$ cat src/rtl/display_scan_ctrl.sv
// Time-multiplexed scan scheduler for an N-digit 7-segment display sharing one decoder.
// Adds tear-free value loading, leading-zero blanking, sign insertion and guard gaps.
module display_scan_ctrl #(
  parameter int N_DIGITS       = 4,
  parameter int SCAN_DIV       = 50000,
  parameter int GUARD_CYC      = 500,
  parameter int DIG_ACTIVE_LOW = 1
) (
  input  logic                  clk,
  input  logic                  rst_n,
  input  logic                  en,
  input  logic                  lzb,
  input  logic                  load,
  input  logic [4*N_DIGITS-1:0] value,
  input  logic                  neg,
  output logic                  ready,
  output logic [3:0]            code,
  output logic [N_DIGITS-1:0]   dig_en,
  output logic                  frame_start,
  output logic                  dbg_state
);

  localparam int MAXC  = (SCAN_DIV > GUARD_CYC) ? SCAN_DIV : GUARD_CYC;
  localparam int CNT_W = $clog2(MAXC + 1);
  localparam int IDX_W = $clog2(N_DIGITS);

  localparam logic [CNT_W-1:0]    SHOW_LAST  = CNT_W'(SCAN_DIV - 1);
  localparam logic [CNT_W-1:0]    GUARD_LAST = CNT_W'((GUARD_CYC > 0) ? GUARD_CYC - 1 : 0);
  localparam logic [IDX_W-1:0]    IDX_LAST   = IDX_W'(N_DIGITS - 1);
  localparam logic [N_DIGITS-1:0] DIG_OFF    = (DIG_ACTIVE_LOW != 0) ? '1 : '0;
  localparam logic [N_DIGITS-1:0] ONE        = {{(N_DIGITS-1){1'b0}}, 1'b1};

  typedef enum logic {S_SHOW = 1'b0, S_GUARD = 1'b1} state_t;

  state_t                state_q, state_d;
  logic                  park_q, park_d;
  logic [IDX_W-1:0]      idx_q, idx_d;
  logic [CNT_W-1:0]      cnt_q, cnt_d;
  logic [4*N_DIGITS-1:0] act_val_q, act_val_d, pend_val_q, pend_val_d;
  logic                  act_neg_q, act_neg_d, pend_neg_q, pend_neg_d;
  logic                  pend_v_q, pend_v_d, ready_q, ready_d;
  logic [3:0]            code_q, code_d;
  logic [N_DIGITS-1:0]   dig_en_q, dig_en_d;
  logic                  fs_q, fs_d;

  logic                  enter, boundary, is_sign, zero_above, blank;
  logic [IDX_W-1:0]      nxt_idx, wrap_idx;
  logic [4*N_DIGITS-1:0] src_val;
  logic                  src_neg;
  logic [3:0]            nib;

  assign wrap_idx = (idx_q == IDX_LAST) ? '0 : idx_q + 1'b1;

  // Load handshake: a request is taken on any edge where load=1 and ready=1;
  // ready then stays low until the next frame boundary moves pending to active.
  always_comb begin
    state_d    = state_q;
    park_d     = park_q;
    idx_d      = idx_q;
    cnt_d      = cnt_q;
    act_val_d  = act_val_q;
    act_neg_d  = act_neg_q;
    pend_val_d = pend_val_q;
    pend_neg_d = pend_neg_q;
    pend_v_d   = pend_v_q;
    ready_d    = ready_q;
    code_d     = code_q;
    dig_en_d   = dig_en_q;
    fs_d       = 1'b0;
    enter      = 1'b0;
    nxt_idx    = '0;
    zero_above = 1'b1;

    if (!en) begin
      state_d  = S_SHOW;
      park_d   = 1'b1;
      idx_d    = '0;
      cnt_d    = '0;
      dig_en_d = DIG_OFF;
    end else if (park_q) begin
      enter  = 1'b1;
      park_d = 1'b0;
    end else if (state_q == S_SHOW) begin
      if (cnt_q == SHOW_LAST) begin
        if (GUARD_CYC == 0) begin
          enter   = 1'b1;
          nxt_idx = wrap_idx;
        end else begin
          state_d  = S_GUARD;
          cnt_d    = '0;
          dig_en_d = DIG_OFF;
        end
      end else begin
        cnt_d = cnt_q + 1'b1;
      end
    end else begin
      if (cnt_q == GUARD_LAST) begin
        enter   = 1'b1;
        nxt_idx = wrap_idx;
      end else begin
        cnt_d = cnt_q + 1'b1;
      end
    end

    boundary = enter && (nxt_idx == '0);
    // The value made active at this boundary must already drive digit 0.
    src_val  = (boundary && pend_v_q) ? pend_val_q : act_val_q;
    src_neg  = (boundary && pend_v_q) ? pend_neg_q : act_neg_q;
    nib      = src_val[4*int'(nxt_idx) +: 4];
    is_sign  = src_neg && (nxt_idx == IDX_LAST);
    for (int j = 0; j < N_DIGITS; j++) begin
      if (j >= int'(nxt_idx) && !(src_neg && j == N_DIGITS-1) && src_val[4*j +: 4] != 4'd0)
        zero_above = 1'b0;
    end
    blank = lzb && (nxt_idx != '0) && !is_sign && zero_above;

    if (enter) begin
      state_d  = S_SHOW;
      idx_d    = nxt_idx;
      cnt_d    = '0;
      code_d   = (is_sign || nib > 4'd11) ? 4'b1010 : nib;
      dig_en_d = blank ? DIG_OFF : ((ONE << nxt_idx) ^ DIG_OFF);
    end

    if (boundary) begin
      fs_d = 1'b1;
      if (pend_v_q) begin
        act_val_d = pend_val_q;
        act_neg_d = pend_neg_q;
        pend_v_d  = 1'b0;
        ready_d   = 1'b1;
      end
    end

    if (load && ready_q) begin
      pend_val_d = value;
      pend_neg_d = neg;
      pend_v_d   = 1'b1;
      ready_d    = 1'b0;
    end
  end

  always_ff @(posedge clk or negedge rst_n) begin
    if (!rst_n) begin
      state_q    <= S_SHOW;
      park_q     <= 1'b1;
      idx_q      <= '0;
      cnt_q      <= '0;
      act_val_q  <= '0;
      act_neg_q  <= 1'b0;
      pend_val_q <= '0;
      pend_neg_q <= 1'b0;
      pend_v_q   <= 1'b0;
      ready_q    <= 1'b1;
      code_q     <= 4'b0000;
      dig_en_q   <= DIG_OFF;
      fs_q       <= 1'b0;
    end else begin
      state_q    <= state_d;
      park_q     <= park_d;
      idx_q      <= idx_d;
      cnt_q      <= cnt_d;
      act_val_q  <= act_val_d;
      act_neg_q  <= act_neg_d;
      pend_val_q <= pend_val_d;
      pend_neg_q <= pend_neg_d;
      pend_v_q   <= pend_v_d;
      ready_q    <= ready_d;
      code_q     <= code_d;
      dig_en_q   <= dig_en_d;
      fs_q       <= fs_d;
    end
  end

  assign ready       = ready_q;
  assign code        = code_q;
  assign dig_en      = dig_en_q;
  assign frame_start = fs_q;
  assign dbg_state   = state_q;

endmodule

$ cat config.mk
export PLATFORM = sky130hd
export DESIGN_NAME = display_scan_ctrl
export DESIGN_NICKNAME = d
export VERILOG_FILES = /design/src/rtl/display_scan_ctrl.sv
export SDC_FILE = /design/constraint.sdc
export NUM_CORES = 1
export LEC_CHECK = 0
export CAP_MARGIN = 0
export CORE_MARGIN = 3
export CORE_UTILIZATION = 56
export CTS_CLUSTER_DIAMETER = 200
export CTS_CLUSTER_SIZE = 14
export DETAILED_ROUTE_END_ITERATION = 10
export GPL_TIMING_DRIVEN = 0
export PLACE_DENSITY = 0.79
export SYNTH_ARGS = -nofsm -noshare
export SYNTH_HDL_FRONTEND = slang
export SYNTH_SLANG_ARGS = --single-unit
$ cat constraint.sdc
create_clock -name clk -period 2.68 [get_ports clk]
set_input_delay 0.402 -clock clk [delete_from_list [all_inputs] [get_ports clk]]
set_output_delay 0.402 -clock clk [all_outputs]
set_load 0.02 [all_outputs]
==> summary.txt, run 1 <==
Clocking
  • Clock transition at path regs: 0.07 ns
  • Max H-tree Level: 3
  • CTS tree: built
  • Clk buf depth: 2
  • Worst-Skew Late Latency: 0.33 ns
  • Clk root buf: clkbuf_8
  • Sink Count: 65
  • Cts bufs inserted: 9

Logic synthesis
  • Flops & latches, synth: 65
  • Synth warn: 0
  • Syn nets: 284
  • Main synth FF type: dfrtp_1
  • Syn avg cell area: 11.57 um2
  • Number of enable flip-flop cells after synthesis: 0
  • Post-synth ARST share: 1.000
  • Top-count cell post-synth: dfrtp_1
  • Synth cell types: 52
  • Synth area leader: dfrtp_1
  • Synth cell count leaders: dfrtp_1, nor2_1, mux2_2, nand2_1
  • Sequential cell area fraction in the yosys report: 0.5430
  • Synth area leaders: dfrtp_1, mux2_2, dfstp_2
  • Share of the synthesized area in the top cell type: 0.4906
  • Gate count after technology mapping: 260
  • Cell area after synthesis: 3009 um2

Die
  • Initial core utilization: 0.5854
  • I/O pins: 33
  • Row count: 26
  • Die Y: 79.31 um
  • Chip Width: 79.31 um
  • Core area: 5140 um2
  • Die ar.: 6289 um2

Setup path
  • Reg2Reg Capture Point: code[0]
  • Max incr delay on CP: 0.42 ns
  • Reg2Reg Setup Slack: 0.14 ns
  • CP max-delay cell: dfrtp_1
  • Worst-case reg-to-reg path depth: 8
  • Max Fanout on Critical Path: 6
  • Reg-to-reg startpoint: idx_q[0]
  • Crit path required time: 2.90 ns
  • WP data arrival: 2.77 ns
  • Worst Setup End Kind: flip-flop
  • Worst setup path class: flip-flop to flip-flop
  • Startpoint Class: flip-flop
  • CP cell instances: ha_1 -> o21ba_2 -> nand2_1 -> o21ai_4 -> buf_4 -> mux2_2 -> o32a_1 -> a32o_1

Pwr
  • Logic pwr share: 0.037
  • Reg power frac: 0.502
  • Peak supply drop: 0.3393 mV
  • Power Dens Cells: 538.2 nW/um2
  • Psw: 0.3923 mW
  • Clock group share of total power: 0.461
  • Leak: 1.648 nW
  • Pwr Total: 1.972 mW
  • Internal power: 1.579 mW
  • Sw frac: 0.1990

Final layout
  • Ant diodes: 0
  • Util after Layout: 0.7128
  • NumNets Final: 330
  • Layout cells sized above 1: 0.2251
  • P&R area growth vs syn: 21.75%

Route
  • Drt total wl: 5876 um
  • Via density: 5.535
  • Initial drt markers: 122
  • Drt wl/cell: 15.42 um
  • Detailed Routing Iterations Pass 1: 4
  • Residual DRC: 0
  • Post-route ant nets: 0
  • Via count: 2109

Global routing
  • Vias in the first global route: 2225
  • Antenna violations before repair: 0
  • Largest net degree at the start of global routing: 66
  • Gr usage total: 0.2161
  • First-pass GRT wire length: 10440 um
  • Grt total ovfl: 0

Placement
  • DP HPWL: 4326 um
  • Placer Congestion: 0.8851
  • Buffers on Ports: 32

Status
  • Outcome: complete, no violations

STA
  • Max transition margin: 0.4674
  • Worst-margin pin slew: 0.7989 ns
  • Final setup vio count: 0
  • Fmax: 393.2 MHz
  • Hold Slack: 0.1355 ns
  • Period utilization: 0.9490
  • Final hold vios: 0
  • Fin crit period: 2.543 ns
  • Slew Limit Fails: 0
  • Clock skew: 0.009642 ns
  • RSZ-0062 raised after global routing: false

Run
  • Max-cap violation count: 0

Min path
  • Hold Path Class: input pin to asynchronous set/reset pin
[cells by family after synthesis]
logic type,share of synthesized area
AND/OR/NAND/NOR,0.1726
flip-flops,0.5430
AO/OA/AOI/OAI,0.08192
multiplexers,0.1260
buffers and inverters,0.03035
XOR/XNOR,0.03784
adder cells (fa/ha/maj),0.008315
[state kept, by name, summed over array words and instances (netlist names), 2 cells and up]
signal,flops
code,4
pend_val_q,16
cnt_q,16
act_val_q,16
idx_q,2
dig_en,4
[power by group through the flow]
stage          sequential (mW)  clock [mW]  combinational, mW
2_1_floorplan             1.01           0             0.0148
3_3_place_gp              1.01           0             0.0748
3_5_place_dp              1.01           0             0.0754
4_1_cts                  0.990       0.928             0.0755
5_1_grt                  0.990       0.972             0.0831
6_report                 0.990       0.908             0.0732
[placed cells by master, fill, tap and decap left out, types with 2 or more instances in the layout]
cell type / n
nand3_1: 4
and2_1: 2
and4_2: 2
o22a_1: 2
dfrtp_1: 59
mux2i_1: 3
nor2_1: 37
o22ai_1: 2
xnor2_1: 6
buf_4: 5
inv_1: 9
mux2_2: 31
o21ai_0: 6
xor2_1: 7
clkdlybuf4s50_1: 31
a21oi_1: 9
nor4_1: 4
dfstp_2: 6
nand4_1: 4
clkbuf_1: 5
clkbuf_8: 14
nand2_1: 21
a32oi_1: 2
nor3_1: 5
and3_1: 3
or3_1: 2
ha_1: 2
[per-layer routing]
metal  share of wire  wire, um  up-vias  GRT usage
li1                -         -     1011          -
met1            0.43      2522     1038     0.2723
met3           0.046       268       10    0.04195
met4           0.016        95        0    0.09794
met2            0.51      2990       50     0.3603
met5               0         0        -          0
[worst max path at each step]
| stage | slack (ns) | depth (start not counted) | end | start |
|---|---|---|---|---|
| 2_1_floorplan | 0.37 | 7 | code[0] | idx_q[0] |
| 3_3_place_gp | -0.86 | 1 | pend_val_q[11] | rst_n |
| 3_5_place_dp | 0.05 | 9 | dig_en[1] | en |
| 4_1_cts | 0.10 | 8 | dig_en[1] | cnt_q[11] |
| 5_1_grt | 0.01 | 8 | code[0] | idx_q[0] |
| 6_report | 0.14 | 8 | code[0] | idx_q[0] |
[repair_timing]
item                                    4_1_cts  5_1_grt
hold buffers                                  0        0
endpoints found under the setup margin        0        1
endpoints found under the hold margin         0        0
gates resized for setup                       0        0
buffers inserted                              0        3
[through the flow]
stage	area [um2]	setup TNS, ns	worst slack, ns	instances
2_1_floorplan	3009	0	0.3685	260
3_3_place_gp	3417	-51.56	-0.8623	362
3_5_place_dp	3415	0	0.05332	362
4_1_cts	3641	0	0.1020	378
5_1_grt	3664	0	0.01189	381
6_report	3664	0	0.1366	381
[critical path: cells and delay by family, from the launching register on]
family	cells	cell delay [ns]
AND/OR/NAND/NOR	1	0.09
buffers and inverters	1	0.15
multiplexers	1	0.34
flip-flops	1	0.42
adder cells (fa/ha/maj)	1	0.37
AO/OA/AOI/OAI	4	1.07
[cell type report]
cell class                      instances  area [um2]
Tap cell                               70       87.58
Timing Repair Buffer                   35       340.3
Buffer                                  7       57.56
Multi-Input combinational cell        179        1284
Fill cell                             409        1476
Clock inverter                          1       30.03
Clock buffer                           15       196.4
Sequential cell                        65        1634
Inverter                                9       33.78
No activity file was read; power rests on OpenSTA's default activity.
==> run 2, diff against run 1 <==
--- a/config.mk
+++ b/config.mk
@@ -5,6 +5,7 @@
 export SDC_FILE = /design/constraint.sdc
 export NUM_CORES = 1
 export LEC_CHECK = 0
+export ABC_CLOCK_PERIOD_IN_PS = 2680
 export CAP_MARGIN = 0
 export CORE_MARGIN = 3
 export CORE_UTILIZATION = 56
==> results of run 2 <==
The final DEF is identical to that of run 1; final timing and power are the same.
